$ cat config.mk
export PLATFORM = sky130hd
export DESIGN_NAME = pipeline_registers
export DESIGN_NICKNAME = d
export VERILOG_FILES = /design/src/rtl/pipeline_registers.sv
export SDC_FILE = /design/constraint.sdc
export NUM_CORES = 1
export LEC_CHECK = 0
export CAP_MARGIN = 10
export CORE_AREA = 2 2 261 263
export DETAILED_ROUTE_END_ITERATION = 7
export DIE_AREA = 0 0 263 265
export PLACE_DENSITY = 0.52
export SLEW_MARGIN = 30
export SYNTH_ARGS = -nofsm -noshare
export SYNTH_HDL_FRONTEND = slang
export SYNTH_SLANG_ARGS = --single-unit
$ cat constraint.sdc
create_clock -name CLK -period 1.4 [get_ports CLK]
set_input_delay 0.14 -clock CLK [delete_from_list [all_inputs] [get_ports CLK]]
set_output_delay 0.14 -clock CLK [all_outputs]
set_load 0.005 [all_outputs]
$ cat src/rtl/pipeline_registers.sv
// rtl/pipeline_registers.sv - IF/ID, ID/EX and EX/MEM register banks of the RV32IM pipeline
// Shared stall holds every bank; flush turns IF/ID and ID/EX into bubbles.
module pipeline_registers (
  input  logic        CLK,
  input  logic        RESET,
  input  logic        STALL,
  input  logic        FLUSH,
  // IF/ID
  input  logic [31:0] IF_PC,
  input  logic [31:0] IF_INSTRUCTION,
  output logic [31:0] ID_PC,
  output logic [31:0] ID_INSTRUCTION,
  // ID/EX
  input  logic [31:0] ID_PC_IN,
  input  logic [31:0] ID_REG_DATA1,
  input  logic [31:0] ID_REG_DATA2,
  input  logic [31:0] ID_IMMEDIATE,
  input  logic [4:0]  ID_REG_WRITE_ADDR,
  input  logic [3:0]  ID_BRANCH_SEL,
  input  logic [4:0]  ID_ALU_SEL,
  input  logic        ID_OPERAND1_SEL,
  input  logic        ID_OPERAND2_SEL,
  input  logic [2:0]  ID_MEM_WRITE,
  input  logic [3:0]  ID_MEM_READ,
  input  logic        ID_REG_WRITE_EN,
  input  logic [1:0]  ID_REG_WRITE_SEL,
  output logic [31:0] EX_PC,
  output logic [31:0] EX_REG_DATA1,
  output logic [31:0] EX_REG_DATA2,
  output logic [31:0] EX_IMMEDIATE,
  output logic [4:0]  EX_REG_WRITE_ADDR,
  output logic [3:0]  EX_BRANCH_SEL,
  output logic [4:0]  EX_ALU_SEL,
  output logic        EX_OPERAND1_SEL,
  output logic        EX_OPERAND2_SEL,
  output logic [2:0]  EX_MEM_WRITE,
  output logic [3:0]  EX_MEM_READ,
  output logic        EX_REG_WRITE_EN,
  output logic [1:0]  EX_REG_WRITE_SEL,
  // EX/MEM
  input  logic [31:0] EX_PC_IN,
  input  logic [31:0] EX_ALU_OUT,
  input  logic [31:0] EX_REG_DATA2_IN,
  input  logic [4:0]  EX_REG_WRITE_ADDR_IN,
  input  logic        EX_REG_WRITE_EN_IN,
  input  logic [2:0]  EX_MEM_WRITE_IN,
  input  logic [3:0]  EX_MEM_READ_IN,
  input  logic [1:0]  EX_REG_WRITE_SEL_IN,
  output logic [31:0] MEM_PC,
  output logic [31:0] MEM_ALU_OUT,
  output logic [31:0] MEM_REG_DATA2,
  output logic [4:0]  MEM_REG_WRITE_ADDR,
  output logic        MEM_REG_WRITE_EN,
  output logic [2:0]  MEM_MEM_WRITE,
  output logic [3:0]  MEM_MEM_READ,
  output logic [1:0]  MEM_REG_WRITE_SEL
);

  localparam logic [31:0] NOP_INSTR = 32'h0000_0013;

  typedef struct packed {
    logic [31:0] pc;
    logic [31:0] instr;
  } ifid_t;

  typedef struct packed {
    logic [31:0] pc;
    logic [31:0] reg_data1;
    logic [31:0] reg_data2;
    logic [31:0] immediate;
    logic [4:0]  reg_write_addr;
    logic [3:0]  branch_sel;
    logic [4:0]  alu_sel;
    logic        operand1_sel;
    logic        operand2_sel;
    logic [2:0]  mem_write;
    logic [3:0]  mem_read;
    logic        reg_write_en;
    logic [1:0]  reg_write_sel;
  } idex_t;

  typedef struct packed {
    logic [31:0] pc;
    logic [31:0] alu_out;
    logic [31:0] reg_data2;
    logic [4:0]  reg_write_addr;
    logic        reg_write_en;
    logic [2:0]  mem_write;
    logic [3:0]  mem_read;
    logic [1:0]  reg_write_sel;
  } exmem_t;

  ifid_t  ifid_q,  ifid_d,  ifid_in;
  idex_t  idex_q,  idex_d,  idex_in;
  exmem_t exmem_q, exmem_d, exmem_in;

  always_comb begin
    ifid_in.pc    = IF_PC;
    ifid_in.instr = IF_INSTRUCTION;

    idex_in.pc             = ID_PC_IN;
    idex_in.reg_data1      = ID_REG_DATA1;
    idex_in.reg_data2      = ID_REG_DATA2;
    idex_in.immediate      = ID_IMMEDIATE;
    idex_in.reg_write_addr = ID_REG_WRITE_ADDR;
    idex_in.branch_sel     = ID_BRANCH_SEL;
    idex_in.alu_sel        = ID_ALU_SEL;
    idex_in.operand1_sel   = ID_OPERAND1_SEL;
    idex_in.operand2_sel   = ID_OPERAND2_SEL;
    idex_in.mem_write      = ID_MEM_WRITE;
    idex_in.mem_read       = ID_MEM_READ;
    idex_in.reg_write_en   = ID_REG_WRITE_EN;
    idex_in.reg_write_sel  = ID_REG_WRITE_SEL;

    exmem_in.pc             = EX_PC_IN;
    exmem_in.alu_out        = EX_ALU_OUT;
    exmem_in.reg_data2      = EX_REG_DATA2_IN;
    exmem_in.reg_write_addr = EX_REG_WRITE_ADDR_IN;
    exmem_in.reg_write_en   = EX_REG_WRITE_EN_IN;
    exmem_in.mem_write      = EX_MEM_WRITE_IN;
    exmem_in.mem_read       = EX_MEM_READ_IN;
    exmem_in.reg_write_sel  = EX_REG_WRITE_SEL_IN;
  end

  // Stall outranks flush; EX/MEM ignores flush so the branch itself retires.
  always_comb begin
    ifid_d  = ifid_q;
    idex_d  = idex_q;
    exmem_d = exmem_q;
    if (!STALL) begin
      if (FLUSH) begin
        ifid_d.pc    = 32'h0;
        ifid_d.instr = NOP_INSTR;
        idex_d       = '0;
      end else begin
        ifid_d = ifid_in;
        idex_d = idex_in;
      end
      exmem_d = exmem_in;
    end
  end

  always_ff @(posedge CLK) begin
    if (RESET) begin
      ifid_q.pc    <= 32'h0;
      ifid_q.instr <= NOP_INSTR;
      idex_q       <= '0;
      exmem_q      <= '0;
    end else begin
      ifid_q  <= ifid_d;
      idex_q  <= idex_d;
      exmem_q <= exmem_d;
    end
  end

  assign ID_PC          = ifid_q.pc;
  assign ID_INSTRUCTION = ifid_q.instr;

  assign EX_PC             = idex_q.pc;
  assign EX_REG_DATA1      = idex_q.reg_data1;
  assign EX_REG_DATA2      = idex_q.reg_data2;
  assign EX_IMMEDIATE      = idex_q.immediate;
  assign EX_REG_WRITE_ADDR = idex_q.reg_write_addr;
  assign EX_BRANCH_SEL     = idex_q.branch_sel;
  assign EX_ALU_SEL        = idex_q.alu_sel;
  assign EX_OPERAND1_SEL   = idex_q.operand1_sel;
  assign EX_OPERAND2_SEL   = idex_q.operand2_sel;
  assign EX_MEM_WRITE      = idex_q.mem_write;
  assign EX_MEM_READ       = idex_q.mem_read;
  assign EX_REG_WRITE_EN   = idex_q.reg_write_en;
  assign EX_REG_WRITE_SEL  = idex_q.reg_write_sel;

  assign MEM_PC             = exmem_q.pc;
  assign MEM_ALU_OUT        = exmem_q.alu_out;
  assign MEM_REG_DATA2      = exmem_q.reg_data2;
  assign MEM_REG_WRITE_ADDR = exmem_q.reg_write_addr;
  assign MEM_REG_WRITE_EN   = exmem_q.reg_write_en;
  assign MEM_MEM_WRITE      = exmem_q.mem_write;
  assign MEM_MEM_READ       = exmem_q.mem_read;
  assign MEM_REG_WRITE_SEL  = exmem_q.reg_write_sel;

endmodule

==> Yosys cells after proc, flatten, opt, wreduce, memory -nomap -nowiden <==
Index checks and enable logic that the tools add are counted.
{ "totals": {"regBits": 329, "inputBits": 333, "out_inout_bits": 329, "wordCells": 25} }
{ "classes": {"muxes": 2} }
{ "op_table": {"columns": ["op", "count"], "rows": [
  ["$mux 154", 1],
  ["$mux 64", 1]
]} }

==> Longest topological paths before layout <==
{ "logic_depth": {"depth_word": 1, "depth_mapped": 6, "mapped_depth_nobuf": 2} }

==> Worst setup path before layout <==
Ideal clock, no wire load.
{ "synth_timing": {"kind": "input port to flip-flop", "start": "input RESET", "end": "register idex_q (netlist bit EX_PC[10])", "setup_ps": 126, "arrival_ps": 956, "t_required_ps": 1274, "slack_ps": 318, "stages": 5, "n_path_buf": 4, "path_cell_list": "clkbuf_2 > buf_2 > buf_2 > buf_2 > o22ai_2"} }
{ "synth_rtl": {"columns": ["element", "line", "rtl"], "rows": [
  ["start, declared", "5", "input logic RESET,"],
  ["end signal, assigned", "151", "idex_q <= idex_d;"],
  ["end, declared", "94", "idex_t idex_q, idex_d, idex_in;"]
]} }
No word-level cell between the ends.

==> Worst setup path after layout <==
{ "layout_timing": {"start": "register exmem_q (netlist bit MEM_REG_DATA2[28])", "end": "output MEM_REG_DATA2[28]"} }
{ "layout_rtl": {"columns": ["element", "line", "rtl"], "rows": [
  ["start, declared", "95", "exmem_t exmem_q, exmem_d, exmem_in;"],
  ["start signal, assigned", "152", "exmem_q <= exmem_d;"],
  ["end, declared", "51", "output logic [31:0] MEM_REG_DATA2,"]
]} }
No word-level cell between the ends.

==> flow_summary.ini <==
[die]
core-area_sq_um = 66800
dieArea_sq_um = 69700
die_h_um = 265
die_x_um = 263
core.rowCount = 95
initial_utilization_pct = 20.0
io_pins = 662

[worst_setup_path]
setup.worst_path.start = MEM_REG_DATA2[28]
crit_path_start_kind = flip-flop
cp.depth = 1
slowest_delay_ns = 0.33
reg2reg_depth = 2
crit_family = flip-flops
path_buf_inv = 1
cp-endpoint = MEM_REG_DATA2[28]
crit_type = reg -> out
critPathCaptureType = output port
rrSetupSlack_ns = 0.70
cp_slowest_cell = dfxtp_1
critPathArrivalTime_ns = 1.19
reg2reg_to = ID_INSTRUCTION[4]
r2r-start = ID_INSTRUCTION[4]
crit_required_ns = 1.26
crit_chain = clkdlybuf4s15_1
critPathMaxFanout = 2

[placed_design]
dp_hpwl_um = 38300
gp_congestion = 0.791
dp_slack_ns = -0.131
port_buffers = 661
place_inst = 2807

[drt]
first_pass_iters = 4
routed_via_density = 4.09
detail-route-antenna-nets = 0
post-route-drc-count = 0
wl_per_cell_um = 17.5
via_count = 11800
finalWirelength_um = 50500
drt_iter0_markers = 355

[synth]
synth_top_area_share_pct = 49.3
seq_area_frac_synth_pct = 49.3
syn_nets = 1662
synthArstFlopShare_pct = 0
synth_ff_type = dfxtp_1
synth_warnings = 0
ys_ff_latch = 329
netlist_instances = 1329
synth_most_common_cell = dfxtp_1
synth_largest_area_cell = dfxtp_1
netlist_area_sq_um = 13400
synth_edf_count = 0
ys_top_cells_by_count = 329 x dfxtp_1, 215 x nand2_1, 214 x nand2b_1
avgSynthCellArea_sq_um = 10.1
yosysUniqueCellTypes = 16
synth_area_leaders = dfxtp_1 49%, o22ai_2 15%, nand2b_1 10%, mux2i_1 8.3%, nand2_1 6.0%

[sta]
rsz0062_at_grt = no
maxSlewHeadroom_pct = 76.1
finalSetupViolCount = 0
min_period_over_period_pct = 94.9
final-hold-violation-count = 0
finalCriticalPeriod_ns = 1.33
timing.fmax_mhz = 753
maxSlewViolCount = 0
layout_setup_ws_ns = 0.0720
setup_tns_ns = 0
fin_skew_ns = 0
worst_slew_pin_slew_ns = 0.358

[final_layout]
final_cells = 2883
fin_nets = 2311
fill_cells = 6928
layout-drive-gt1-share_pct = 16.3
area.growth.synth_to_final_pct = 66.4

[grt]
grt_pass1_vias = 12200
antenna_found_initial = 10
grt.total_usage_pct = 13.9
grt_pass1_wl_um = 75400
grt_max_degree = 84
grt_overflow = 0

[power]
power_density_nw_per_um2 = 1080
ir_drop_uv = 749
p_leak_nw = 9.59

[job]
maxCapViolations = 0

[cts]
clk_latency_ns = 0.54
postCtsSetupRepairBufs = 0
htreeDepth = 2
clkSinkCount = 329
cts.path.max_buffers = 3
clock_tree.root_cell = clkbuf_16
clkTransAtPathRegs_ns = 0.06
cts_made_buffers = 40
cts_tree = yes

[outcome]
status = finished, final reports clean

[min_path]
hp-class = in -> reg
[registers in the layout, summed over array words and instances (netlist names), 2 cells and up]
register	count
MEM_REG_WRITE_ADDR	5
EX_MEM_WRITE	3
MEM_REG_WRITE_SEL	2
MEM_PC	32
EX_REG_DATA2	32
EX_MEM_READ	4
ID_PC	32
MEM_MEM_READ	4
EX_REG_DATA1	32
MEM_ALU_OUT	32
EX_REG_WRITE_SEL	2
MEM_REG_DATA2	32
EX_REG_WRITE_ADDR	5
EX_IMMEDIATE	32
EX_PC	32
ID_INSTRUCTION	32
MEM_MEM_WRITE	3
EX_ALU_SEL	5
EX_BRANCH_SEL	4
[repair_timing]
item	CTS	global route
endpoints found under the hold margin	6	0
endpoints found under the setup margin	328	2
resized for setup	380	2
hold buffers	2	0
[tightest hold or removal path, delay by kind of cell]
family	cells	cell delay, ns
compound gates	1	0.06
buf+inv	1	0.40
simple gates	1	0.06
[cell usage in the layout (no fill, tap or decap), drive strengths merged, types with 3 or more instances in the layout]
cell / n
clkdlybuf4s50: 330
buf: 72
nor3b: 3
diode: 3
o22ai: 214
nand2: 215
dlygate4sd2: 315
nor2: 115
a21oi: 4
bufinv: 3
clkdlybuf4s15: 10
clkinv: 9
dfxtp: 329
mux2i: 111
clkbuf: 57
nand2b: 214
[cell type report]
class | instances | area (sq um) | share of cell area, %
clock buffers | 57 | 1190 | 5.34
multi-input cells | 878 | 6090 | 27.4
diodes | 3 | 7.51 | 0.0338
well taps | 873 | 1090 | 4.91
flip-flops and latches | 329 | 6630 | 29.8
clock inverters | 14 | 153 | 0.687
repair buffers | 729 | 7070 | 31.8
[where the power goes]
part / total [mW] / switching, mW / internal [mW]
registers: 10.0 / 0.223 / 9.81
clock network: 10.6 / 4.13 / 6.43
logic: 3.46 / 1.44 / 2.02
total: 24.1 / 5.79 / 18.3
[through the flow]
| stage | utilization (%) | hold slack, ns | cell area [sq um] | power, mW |
|---|---|---|---|---|
| after detailed placement | 31.8 | 0.466 | 21200 | 14.0 |
| after floorplan | - | 0.284 | 13400 | 11.7 |
| final | 33.3 | 0.171 | 22200 | 24.1 |
| after global placement | 31.8 | 0.453 | 21200 | 14.0 |
| after CTS | 33.3 | 0.116 | 22200 | 24.5 |
| after global routing | 33.3 | 0.144 | 22200 | 25.1 |
[logic make-up after synthesis]
family | Yosys count | share of synthesized area, %
mux | 111 | 8.32
buf+inv | 122 | 5.15
simple gates | 549 | 19.6
flops | 329 | 49.3
compound gates | 218 | 17.7
[layer usage]
| metal | vias up | track usage [%] | part of all wire (%) |
|---|---|---|---|
| met5 | - | 0 | 0.095 |
| met1 | 5474 | 15.0 | 39 |
| met3 | 90 | 5.37 | 9.1 |
| met4 | 8 | 5.11 | 3.0 |
| met2 | 457 | 24.5 | 49 |
| li1 | 5775 | - | - |
[worst min path at each step]
stage	startpoint	to	slack (ns)	depth (start not counted)
floorplan	EX_ALU_OUT[0]	MEM_ALU_OUT[0]	0.28	2
global placement	ID_PC[29]	ID_PC[29]	0.45	2
detailed placement	EX_BRANCH_SEL[0]	EX_BRANCH_SEL[0]	0.47	2
CTS	ID_PC_IN[31]	EX_PC[31]	0.12	3
global route	ID_ALU_SEL[3]	EX_ALU_SEL[3]	0.14	3
finish	ID_IMMEDIATE[15]	EX_IMMEDIATE[15]	0.17	3
No activity file was read; power rests on OpenSTA's default activity.
